### config.mk
export PLATFORM = sky130hd
export DESIGN_NAME = delta_scan_scheduler
export DESIGN_NICKNAME = d
export VERILOG_FILES = /design/src/rtl/delta_scan_scheduler.sv
export SDC_FILE = /design/constraint.sdc
export NUM_CORES = 1
export LEC_CHECK = 0
export ABC_AREA = 1
export BUFFER_PORTS_ARGS = -buffer_cell sky130_fd_sc_hd__buf_2
export CAP_MARGIN = 20
export CORE_MARGIN = 2
export CORE_UTILIZATION = 65
export CTS_BUF_LIST = sky130_fd_sc_hd__clkbuf_8
export DETAILED_ROUTE_END_ITERATION = 10
export HOLD_SLACK_MARGIN = 0.03
export PLACE_DENSITY = 0.93
export SLEW_MARGIN = 0
export SYNTH_ARGS = -nofsm -noshare
export SYNTH_HDL_FRONTEND = slang
export SYNTH_SLANG_ARGS = --single-unit
export TNS_END_PERCENT = 10
### constraint.sdc
create_clock -name clk -period 6.4 [get_ports clk]
set_input_delay 1.28 -clock clk [delete_from_list [all_inputs] [get_ports clk]]
set_output_delay 1.28 -clock clk [all_outputs]
set_load 0.02 [all_outputs]
### src/rtl/delta_scan_scheduler.sv
// Time-multiplexed delta-modulation comparator: scans one captured frame channel by
// channel against per-channel references and queues spike events in a small FIFO.
module delta_scan_scheduler #(
  parameter int NCH        = 4,
  parameter int DW         = 4,
  parameter int FIFO_DEPTH = 4,
  localparam int CW        = $clog2(NCH),
  localparam int AW        = $clog2(FIFO_DEPTH)
) (
  input  logic            clk,
  input  logic            rst_n,
  input  logic            en,
  input  logic            sample_valid,
  input  logic [NCH*DW-1:0] sample_data,
  output logic            sample_ready,
  input  logic [DW-1:0]   threshold,
  input  logic            off_spike,
  input  logic            load_prev,
  input  logic [CW-1:0]   load_chan,
  input  logic [DW-1:0]   force_prev,
  output logic            ev_valid,
  input  logic            ev_ready,
  output logic [CW-1:0]   ev_chan,
  output logic [1:0]      ev_spike,
  output logic            busy,
  output logic [7:0]      spike_count
);

  typedef enum logic {IDLE, SCAN} state_t;

  state_t              state_reg, state_next;
  logic [CW-1:0]       ch_reg;
  logic [NCH*DW-1:0]   snap_reg;
  logic [NCH*DW-1:0]   prev_flat;
  logic [DW-1:0]       thr_reg;
  logic                off_reg;
  logic [7:0]          spike_count_reg;

  logic [CW+1:0]       fifo_mem [FIFO_DEPTH];
  logic [AW-1:0]       wr_ptr_reg, rd_ptr_reg;
  logic [AW:0]         count_reg;

  logic [DW-1:0]       d, p;
  logic [DW:0]         up_diff, down_diff;
  logic                is_up, is_down, need_push, fifo_full, pop, can_go, push, accept, last_ch;
  logic [1:0]          spike;

  assign sample_ready = (state_reg == IDLE) && en;
  assign accept       = sample_valid && sample_ready;
  assign busy         = (state_reg == SCAN);

  // Differences are taken one bit wider so they never wrap.
  assign d         = snap_reg[ch_reg*DW +: DW];
  assign p         = prev_flat[ch_reg*DW +: DW];
  assign up_diff   = {1'b0, d} - {1'b0, p};
  assign down_diff = {1'b0, p} - {1'b0, d};
  assign is_up     = (d > p) && (up_diff >= {1'b0, thr_reg});
  assign is_down   = (p > d) && (down_diff >= {1'b0, thr_reg});
  assign spike     = {is_down, is_up};
  assign need_push = (spike != 2'b00) || off_reg;

  assign fifo_full = (count_reg == (AW+1)'(FIFO_DEPTH));
  assign ev_valid  = (count_reg != '0);
  assign pop       = ev_valid && ev_ready;
  // A full FIFO that is popping this cycle still has room for the push.
  assign can_go    = busy && en && (!need_push || !fifo_full || pop);
  assign push      = can_go && need_push;
  assign last_ch   = (ch_reg == CW'(NCH-1));

  assign ev_chan     = fifo_mem[rd_ptr_reg][CW+1:2];
  assign ev_spike    = fifo_mem[rd_ptr_reg][1:0];
  assign spike_count = spike_count_reg;

  always_comb begin
    state_next = state_reg;
    case (state_reg)
      IDLE:    if (accept) state_next = SCAN;
      SCAN:    if (can_go && last_ch) state_next = IDLE;
      default: state_next = IDLE;
    endcase
  end

  always_ff @(posedge clk or negedge rst_n) begin
    if (!rst_n) begin
      state_reg       <= IDLE;
      ch_reg          <= '0;
      snap_reg        <= '0;
      thr_reg         <= '0;
      off_reg         <= 1'b0;
      spike_count_reg <= '0;
    end else begin
      state_reg <= state_next;
      if (accept) begin
        ch_reg   <= '0;
        snap_reg <= sample_data;
        thr_reg  <= threshold;
        off_reg  <= off_spike;
      end else if (can_go) begin
        ch_reg <= ch_reg + 1'b1;
      end
      if (push && (spike != 2'b00) && (spike_count_reg != 8'hFF))
        spike_count_reg <= spike_count_reg + 8'd1;
    end
  end

  // Per-channel reference; a force-load in IDLE lands before the next scan reads it.
  for (genvar gi = 0; gi < NCH; gi++) begin : g_prev
    logic [DW-1:0] prev_reg;
    always_ff @(posedge clk or negedge rst_n) begin
      if (!rst_n)
        prev_reg <= '0;
      else if (can_go && (spike != 2'b00) && (ch_reg == CW'(gi)))
        prev_reg <= d;
      else if ((state_reg == IDLE) && load_prev && (load_chan == CW'(gi)))
        prev_reg <= force_prev;
    end
    assign prev_flat[gi*DW +: DW] = prev_reg;
  end

  always_ff @(posedge clk) begin
    if (push) fifo_mem[wr_ptr_reg] <= {ch_reg, spike};
  end

  always_ff @(posedge clk or negedge rst_n) begin
    if (!rst_n) begin
      wr_ptr_reg <= '0;
      rd_ptr_reg <= '0;
      count_reg  <= '0;
    end else begin
      if (push) wr_ptr_reg <= wr_ptr_reg + 1'b1;
      if (pop)  rd_ptr_reg <= rd_ptr_reg + 1'b1;
      case ({push, pop})
        2'b10:   count_reg <= count_reg + 1'b1;
        2'b01:   count_reg <= count_reg - 1'b1;
        default: count_reg <= count_reg;
      endcase
    end
  end

endmodule
==> flow_metrics.tcl, run 1 <==
set metrics [dict create \
    slowest_delay_ns 0.66 \
    netlist_instances 482 \
    worstPathCellList "clkinv_1 -> nand2_1 -> a32oi_1 -> inv_1 -> fa_1 -> xor2_1 -> ha_1 -> a21oi_1 -> nand2_1 -> nand2_1 -> nand2_1 -> nand3_1 -> nand3_2 -> nand3_4 -> ha_1 -> inv_1 -> fa_1 -> a21oi_1 -> o21ai_0 -> xor2_1" \
    finalCritPeriodShare_pct 76.9 \
    core-area_sq_um 5960 \
    cp.arrival_ns 5.15 \
    ant_nets 0 \
    io_pins 48 \
    crit_path_frequent_cell "nand2_1" \
    cp-end-kind "flop" \
    synth_fp_nets 543 \
    clkSinkCount 71 \
    skew_ns 0.0123 \
    rsz0062_at_grt "false" \
    syn-mean-instance-area_sq_um 8.35 \
    drc 0 \
    drtIter0Drc 334 \
    min_path_cells 2 \
    status "finished clean" \
    cts_root_buf "clkbuf_8" \
    rrSetupSlack_ns 1.48 \
    whs_endpoint "snap_reg[13]" \
    reg2reg_depth 20 \
    io_buffers 47 \
    synth_cell_type_count 30 \
    grt_pass1_vias 3276 \
    drive_above_1_share_pct 13.9 \
    viasPerCell 5.68 \
    min_period_ns 4.92 \
    dr_wl_met2_mm 4.37 \
    postRouteWirelength_mm 8.69 \
    cts_tree "done" \
    clkTransAtPathRegs_ns 0.08 \
    die_area_sq_um 6840 \
    ys_seq_elements 71 \
    htreeDepth 3 \
    cts_setup_buffers 0 \
    grt_use_total_pct 28.1 \
    synth_area_sq_um 4030 \
    antenna_found_initial 0 \
    finalHoldViolCount 0 \
    die_h_um 82.7 \
    drt-pass1-iter-count 7 \
    die_x_um 82.7 \
    ys_seq_area_share_pct 46.1 \
    wl_per_cell_um 14.3 \
    grt_max_degree 30 \
    overflow 0 \
    place_hpwl_mm 6.43 \
    cts_inserted_buffers 9 \
    place_congestion 0.995 \
    cts_resized 0 \
    grt_pass1_wl_mm 14.4 \
    wl_met3_um 555 \
    met1_length_mm 3.50 \
    drv_cap 0 \
    yosysWarningCount 0 \
    fp-row-count 28 \
    num_vias 3454 \
    clock_path_buffers 2 \
    tns_ns 0 \
    fin_nets 589 \
    start_kind "flop" \
    top_layer_used "met4" \
    multi_input_area_sq_um 1860 \
    maxSlewViolCount 0 \
    fmax_mhz 203 \
    antennaDiodeCount 0 \
    slew_headroom_pct 47.9 \
    crit_fanout 24 \
    crit_slowest_cell "dfrtp_1" \
    crit_type "reg2reg" \
    hold_ws_ns 0.488 \
    clock_latency_ns 0.35 \
    start_util_pct 67.6 \
    r2r_start "ch_reg[0]" \
    holdCritStartpoint "snap_reg[13]" \
    finalSetupViolCount 0 \
    r2r_end "count_reg[2]" \
    syn2layout_area_growth_pct 10.9 \
    worst_pin_slew_ns 0.782 \
    num-fill-cells 428 \
    final-seq-area_sq_um 1860 \
    hold_buffers 0 \
    critPathRequiredTime_ns 6.63 \
    min_path_type "reg2reg" \
]
[layout by cell type, fill, tap and decap left out, types with 4 or more instances in the layout]
master / instances
nand2_1: 150
inv_1: 58
dfrtp_1: 55
nand3_1: 54
buf_2: 47
nor2_1: 26
ha_1: 25
o21ai_0: 16
edfxtp_1: 16
a21oi_1: 14
xor2_1: 9
clkbuf_8: 9
a32oi_1: 8
nor3_1: 6
xnor2_1: 5
nand4_1: 5
o22ai_1: 4
[critical path, delay by kind of cell, from the launching register on]
family / cells / cell delay (ns)
AO/OA/AOI/OAI: 4 / 1.08
XOR/XNOR: 2 / 0.33
AND/OR/NAND/NOR: 7 / 0.65
adder cells (fa/ha/maj): 4 / 1.37
buffers and inverters: 3 / 0.70
flip-flops: 1 / 0.66
[layout make-up]
type                    count  share of cell area (%)
clock buffers               9                    2.78
clock inverters             7                    1.29
inverters                  60                    5.05
multi-input cells         338                    41.7
flip-flops and latches     71                    41.6
well taps                  75                    2.10
repair buffers             48                    5.44
[logic make-up after synthesis]
kind of cell	count (synthesis)	share of synthesized area [%]
compound gates	47	7.06
xor+xnor	14	3.05
fa+ha+maj	28	9.26
buf+inv	73	7.58
flops	71	46.1
simple gates	249	26.9
[synthesized netlist by cell type]
library cell    n  area share (%)
nand2_1       150              14
dfrtp_1        55              34
inv_1          55             5.1
nand3_1        54             6.7
nor2_1         26             2.4
ha_1           25             7.8
edfxtp_1       16              12
o21ai_0        16             2.0
a21oi_1        14             1.7
xor2_1          9             2.0
a32oi_1         8             1.7
clkbuf_1        7            0.65
nor3_1          6            0.75
nand4_1         5            0.78
xnor2_1         5             1.1
buf_6           4             1.1
o22ai_1         4            0.62
fa_1            3             1.5
inv_2           3            0.28
nand3_2         3            0.75
a31oi_1         2            0.31
clkinv_1        2            0.19
nand2_2         2            0.31
o21ai_2         2            0.44
a21oi_2         1            0.22
buf_1           1           0.093
buf_2           1            0.12
nand2_4         1            0.28
nand3_4         1            0.44
nor2_8          1            0.50
[worst max-delay path by stage]
stage / to / slack, ns / from / cells past startpoint
floorplan: count_reg[2] / 2.34 / ch_reg[0] / 22
global placement: count_reg[2] / 1.82 / ch_reg[0] / 20
detailed placement: count_reg[2] / 1.54 / ch_reg[0] / 20
CTS: count_reg[2] / 1.52 / ch_reg[0] / 20
global route: count_reg[2] / 1.03 / ch_reg[0] / 24
finish: count_reg[2] / 1.48 / ch_reg[0] / 20
[routing by layer]
layer,GRT usage [%],vias to the layer above
li1,-,1660
met4,12.5,0
met3,4.89,35
met2,48.0,149
met5,0,-
met1,35.1,1610
[through the flow]
step	cells	area [sq um]	setup slack [ns]	util, %
after detailed placement	592	4280	1.54	71.9
after CTS	608	4460	1.52	74.9
after global placement	592	4280	1.82	71.9
final	608	4460	1.48	74.9
after floorplan	482	4030	2.34	-
after global routing	608	4460	1.03	74.9
Power of run 1 is not shown: default switching activity piles up to over one toggle a cycle in this logic, so the estimate is an artifact.
==> run 2, diff against run 1 <==
Settings changed: CORE_UTILIZATION 65 to 61, PLACE_DENSITY 0.93 to 0.88.
Clock period 6.4 ns to 4.8 ns, I/O delays scaled along.
==> flow_metrics.tcl, run 2 (synthesis results as in run 1) <==
set metrics [dict create \
    cts_root_buf "clkbuf_8" \
    cts_inserted_buffers 9 \
    htreeDepth 3 \
    maxSlewViolCount 0 \
    start_kind "flop" \
    finalHoldViolCount 0 \
    status "finished clean" \
    drtIter0Drc 274 \
    postRouteWirelength_mm 8.57 \
    overflow 0 \
    clock_path_buffers 2 \
    die_x_um 85.2 \
    slowest_delay_ns 0.49 \
    final_cell_mix "nand2_1, inv_1, dfrtp_1, nand3_1, buf_2" \
    antenna_found_initial 0 \
    skew_ns 0.00996 \
    drv_cap 0 \
    antennaDiodeCount 0 \
    worstPathCellList "clkinv_1 -> nand2_1 -> a32oi_1 -> ha_1 -> inv_1 -> fa_1 -> xor2_1 -> ha_1 -> a21oi_1 -> nand2_1 -> nand2_1 -> nand2_1 -> nand3_1 -> nand3_2 -> nand3_4 -> ha_1 -> inv_1 -> fa_1 -> a21oi_1 -> o21ai_0 -> xor2_1" \
    hold_buffers 0 \
    cts_setup_buffers 0 \
    grt_max_degree 56 \
    drt-pass1-iter-count 4 \
    syn2layout_area_growth_pct 11.7 \
    cts_resized 0 \
    grt_use_total_pct 25.5 \
    critical_path_buf_inv_count 3 \
    cp-end-kind "flop" \
    wl_per_cell_um 13.9 \
    grt_pass1_vias 3211 \
    cpLargestDelayFamily "adder cells" \
    core-area_sq_um 6350 \
    min_path_type "reg2reg" \
    ant_nets 0 \
    final_common_cell "nand2_1" \
    fp-row-count 29 \
    min_period_ns 4.26 \
    clkSinkCount 71 \
    finalCritPeriodShare_pct 88.7 \
    finalSetupViolCount 0 \
    rsz0062_at_grt "false" \
    slew_headroom_pct 53.7 \
    tns_ns 0 \
    io_buffers 47 \
    die_area_sq_um 7260 \
    place_congestion 0.919 \
    multi_input_area_sq_um 1860 \
    worst_pin_slew_ns 0.694 \
    drc 0 \
    num-fill-cells 512 \
    drive_above_1_share_pct 14.8 \
    grt_pass1_wl_mm 14.7 \
    start_util_pct 63.4 \
    cp.arrival_ns 4.49 \
    die_h_um 85.2 \
    fin_nets 595 \
    crit_type "reg2reg" \
    rrSetupSlack_ns 0.54 \
    final-seq-area_sq_um 1860 \
    clock_latency_ns 0.35 \
    crit_path_frequent_cell "nand2_1" \
    num_vias 3319 \
    fmax_mhz 235 \
    viasPerCell 5.39 \
    io_pins 48 \
    critPathRequiredTime_ns 5.03 \
    crit_slowest_cell "a32oi_1" \
    place_hpwl_mm 6.39 \
    dpl_cell_area_sq_um 4330 \
    clkTransAtPathRegs_ns 0.07 \
    final_area_sq_um 4490 \
    cts_tree "done" \
    crit_fanout 9 \
]
==> run 2: changes by cell type in the layout (fill, tap and decap cells not counted), sizes merged <==
cell,previous run,this run
inv,61,59
bufinv,1,0
clkinvlp,1,0
clkinv,4,8
buf,48,54
==> run 2: per-stage QoR <==
step	hold WS [ns]	instances	utilization (%)	setup WS, ns
after floorplan	0.449	482	-	0.743
after global placement	0.465	600	68.2	0.774
after detailed placement	0.468	600	68.2	0.606
after CTS	0.487	616	70.8	0.579
after global routing	0.509	616	70.8	0.0733
final	0.482	616	70.8	0.543
==> run 2: path summary, 6_finish.rpt <==
check                           endpoint   startpoint  cells after the start
setup / recovery            count_reg[2]    ch_reg[0]                     21
hold / removal               snap_reg[7]  snap_reg[7]                      2
setup reg to reg            count_reg[2]    ch_reg[0]                     21
hold reg to reg              snap_reg[7]  snap_reg[7]                      2
max in group asynchronous    snap_reg[2]        rst_n                      2
min in group asynchronous  rd_ptr_reg[0]        rst_n                      2
==> run 2: layer usage <==
| layer | GRT usage, % | vias up | wire [um] |
|---|---|---|---|
| met4 | 9.81 | 0 | 215 |
| met2 | 41.8 | 102 | 4250 |
| met5 | 0 | - | 0 |
| li1 | - | 1667 | - |
| met1 | 32.2 | 1529 | 3650 |
| met3 | 7.20 | 21 | 450 |
==> run 2: worst min-delay path: cells and delay by family (launching register included) <==
kind	cells	cell delay, ns
DFF	1	0.35
and+or+nand+nor	2	0.10
==> run 2: area by class of cell <==
type                            count  share of cell area, %
Inverter                           60                   5.01
Tap cell                           77                   2.14
Timing Repair Buffer               54                   6.40
Sequential cell                    71                   41.3
Clock inverter                      7                  0.919
Clock buffer                        9                   2.76
Multi-Input combinational cell    338                   41.5
Power of run 2 is left out for the same reason.
==> run 3, diff against run 2 <==
Settings changed: ABC_AREA 1 to default.
==> flow_metrics.tcl, run 3 <==
set metrics [dict create \
    tns_ns 0 \
    cts_resized 0 \
    synth_cell_type_count 60 \
    ant_nets 0 \
    grt_max_degree 56 \
    drtIter0Drc 100 \
    whs_endpoint "count_reg[2]" \
    start_util_pct 63.4 \
    hold_buffers 0 \
    synth_common_cells "dfrtp_1, ha_1, and2_1, mux2_2, inv_1" \
    die_x_um 85.2 \
    drive_above_1_share_pct 36.2 \
    clkSinkCount 71 \
    dpl_cell_area_sq_um 4310 \
    crit_fanout 7 \
    synthArstFlopShare_pct 77.5 \
    grt_pass1_wl_mm 13.5 \
    place_hpwl_mm 5.84 \
    yosysTopAreaCell "dfrtp_1" \
    yosysWarningCount 0 \
    synth_most_common_cell "dfrtp_1" \
    skew_ns 0.0102 \
    status "finished clean" \
    min_path_cells 1 \
    cts_tree "done" \
    htreeDepth 3 \
    ys_seq_area_share_pct 46.1 \
    syn2layout_area_growth_pct 14.5 \
    slew_headroom_pct 37.0 \
    synth.top_cell.area_share_pct 34.2 \
    r2r_start "ch_reg[0]" \
    synth_area_sq_um 4030 \
    clkTransAtPathRegs_ns 0.08 \
    fp-row-count 29 \
    finalCritPeriodShare_pct 93.6 \
    syn-mean-instance-area_sq_um 13.4 \
    clock_latency_ns 0.35 \
    final_cell_mix "dfrtp_1, buf_2, ha_1, and2_1, mux2_2" \
    netlist_instances 300 \
    overflow 0 \
    finalHoldViolCount 0 \
    final_common_cell "dfrtp_1" \
    drv_cap 0 \
    cts_setup_buffers 0 \
    fin_nets 415 \
    grt_pass1_vias 2796 \
    synth_edf_count 16 \
    place_congestion 0.813 \
    cp.arrival_ns 4.77 \
    postRouteWirelength_mm 8.02 \
    viasPerCell 5.95 \
    fmax_mhz 223 \
    synthTopCellsByArea "dfrtp_1, edfxtp_1, ha_1, mux4_2, mux2_2" \
    synth_fp_nets 361 \
    drt-pass1-iter-count 4 \
    io_pins 48 \
    antennaDiodeCount 0 \
    critPathRequiredTime_ns 5.08 \
    cts_inserted_buffers 9 \
    min_period_ns 4.49 \
    core-area_sq_um 6350 \
    min_path_type "reg2reg" \
    die_h_um 85.2 \
    holdCritStartpoint "count_reg[2]" \
    finalSetupViolCount 0 \
    worst_pin_slew_ns 0.932 \
    drc 0 \
    reg2reg_depth 19 \
    rrSetupSlack_ns 0.31 \
    r2r_end "count_reg[2]" \
    ys.flop_type "dfrtp_1" \
    clock_path_buffers 2 \
    antenna_found_initial 0 \
    hold_ws_ns 0.511 \
    io_buffers 47 \
    start_kind "flop" \
    maxSlewViolCount 0 \
    cts_root_buf "clkbuf_8" \
    crit_type "reg2reg" \
    die_area_sq_um 7260 \
    rsz0062_at_grt "false" \
    ys_seq_elements 71 \
    wl_per_cell_um 18.4 \
    final_area_sq_um 4610 \
    num_vias 2593 \
    grt_use_total_pct 24.2 \
    cp-end-kind "flop" \
]
==> run 3: changes by cell type in the layout (fill, tap and decap cells not counted), sizes merged, moves of 16 or more <==
cell   change
a221o     +16
and2      +22
mux2      +23
nand3     -52
nand2    -146
nor2      -20
inv       -38
==> run 3: per-stage QoR <==
stage          setup slack, ns  utilization [%]  std cells
3_5_place_dp             0.241             67.9        419
4_1_cts                  0.216             72.3        435
3_3_place_gp             0.421             67.9        419
2_1_floorplan            0.107                -        300
6_report                 0.309             72.6        436
5_1_grt                 0.0763             72.6        436
==> run 3: logic make-up after synthesis <==
kind of cell | Yosys count | synth area share, %
AO/OA/AOI/OAI | 49 | 11.7
XOR/XNOR | 14 | 3.05
adder cells (fa/ha/maj) | 28 | 9.26
buffers and inverters | 32 | 4.26
flip-flops | 71 | 46.1
multiplexers | 36 | 13.6
AND/OR/NAND/NOR | 70 | 12.1
==> run 3: worst max-delay path by stage <==
stage,cells after the start,startpoint,slack (ns),end
after floorplan,20,ch_reg[0],0.11,count_reg[2]
after global placement,18,ch_reg[0],0.42,count_reg[2]
after detailed placement,19,ch_reg[0],0.24,count_reg[2]
after CTS,19,ch_reg[0],0.22,count_reg[2]
after global routing,19,ch_reg[0],0.08,count_reg[2]
final,19,ch_reg[0],0.31,count_reg[2]
==> run 3: area by class of cell <==
class                   count  area (sq um)
multi-input cells         197          2000
flip-flops and latches     71          1860
fillers                   411          1740
repair buffers             54           295
clock inverters             7           159
clock buffers               9           124
well taps                  77          96.3
inverters                  21          78.8
==> run 3: layer usage <==
metal | share of wire, % | GRT usage [%]
met5 | 0 | 0
met4 | 1.5 | 8.51
met3 | 3.7 | 7.10
met2 | 53 | 41.0
met1 | 42 | 29.8
==> run 3: critical path: stages, from the launching register on <==
cell and delay, ns:
dfrtp_2 0.47, mux4_2 0.60, inv_1 0.10, ha_1 0.17, inv_1 0.06, fa_1 0.41
xor2_1 0.19, ha_1 0.32, a21oi_1 0.14, o21ai_1 0.12, a221oi_4 0.39, o22ai_4 0.13
o21a_4 0.24, inv_2 0.05, ha_1 0.17, inv_1 0.06, fa_1 0.37, xor2_1 0.15
nor2_1 0.11, xor2_1 0.16
Power of run 3 is left out for the same reason.
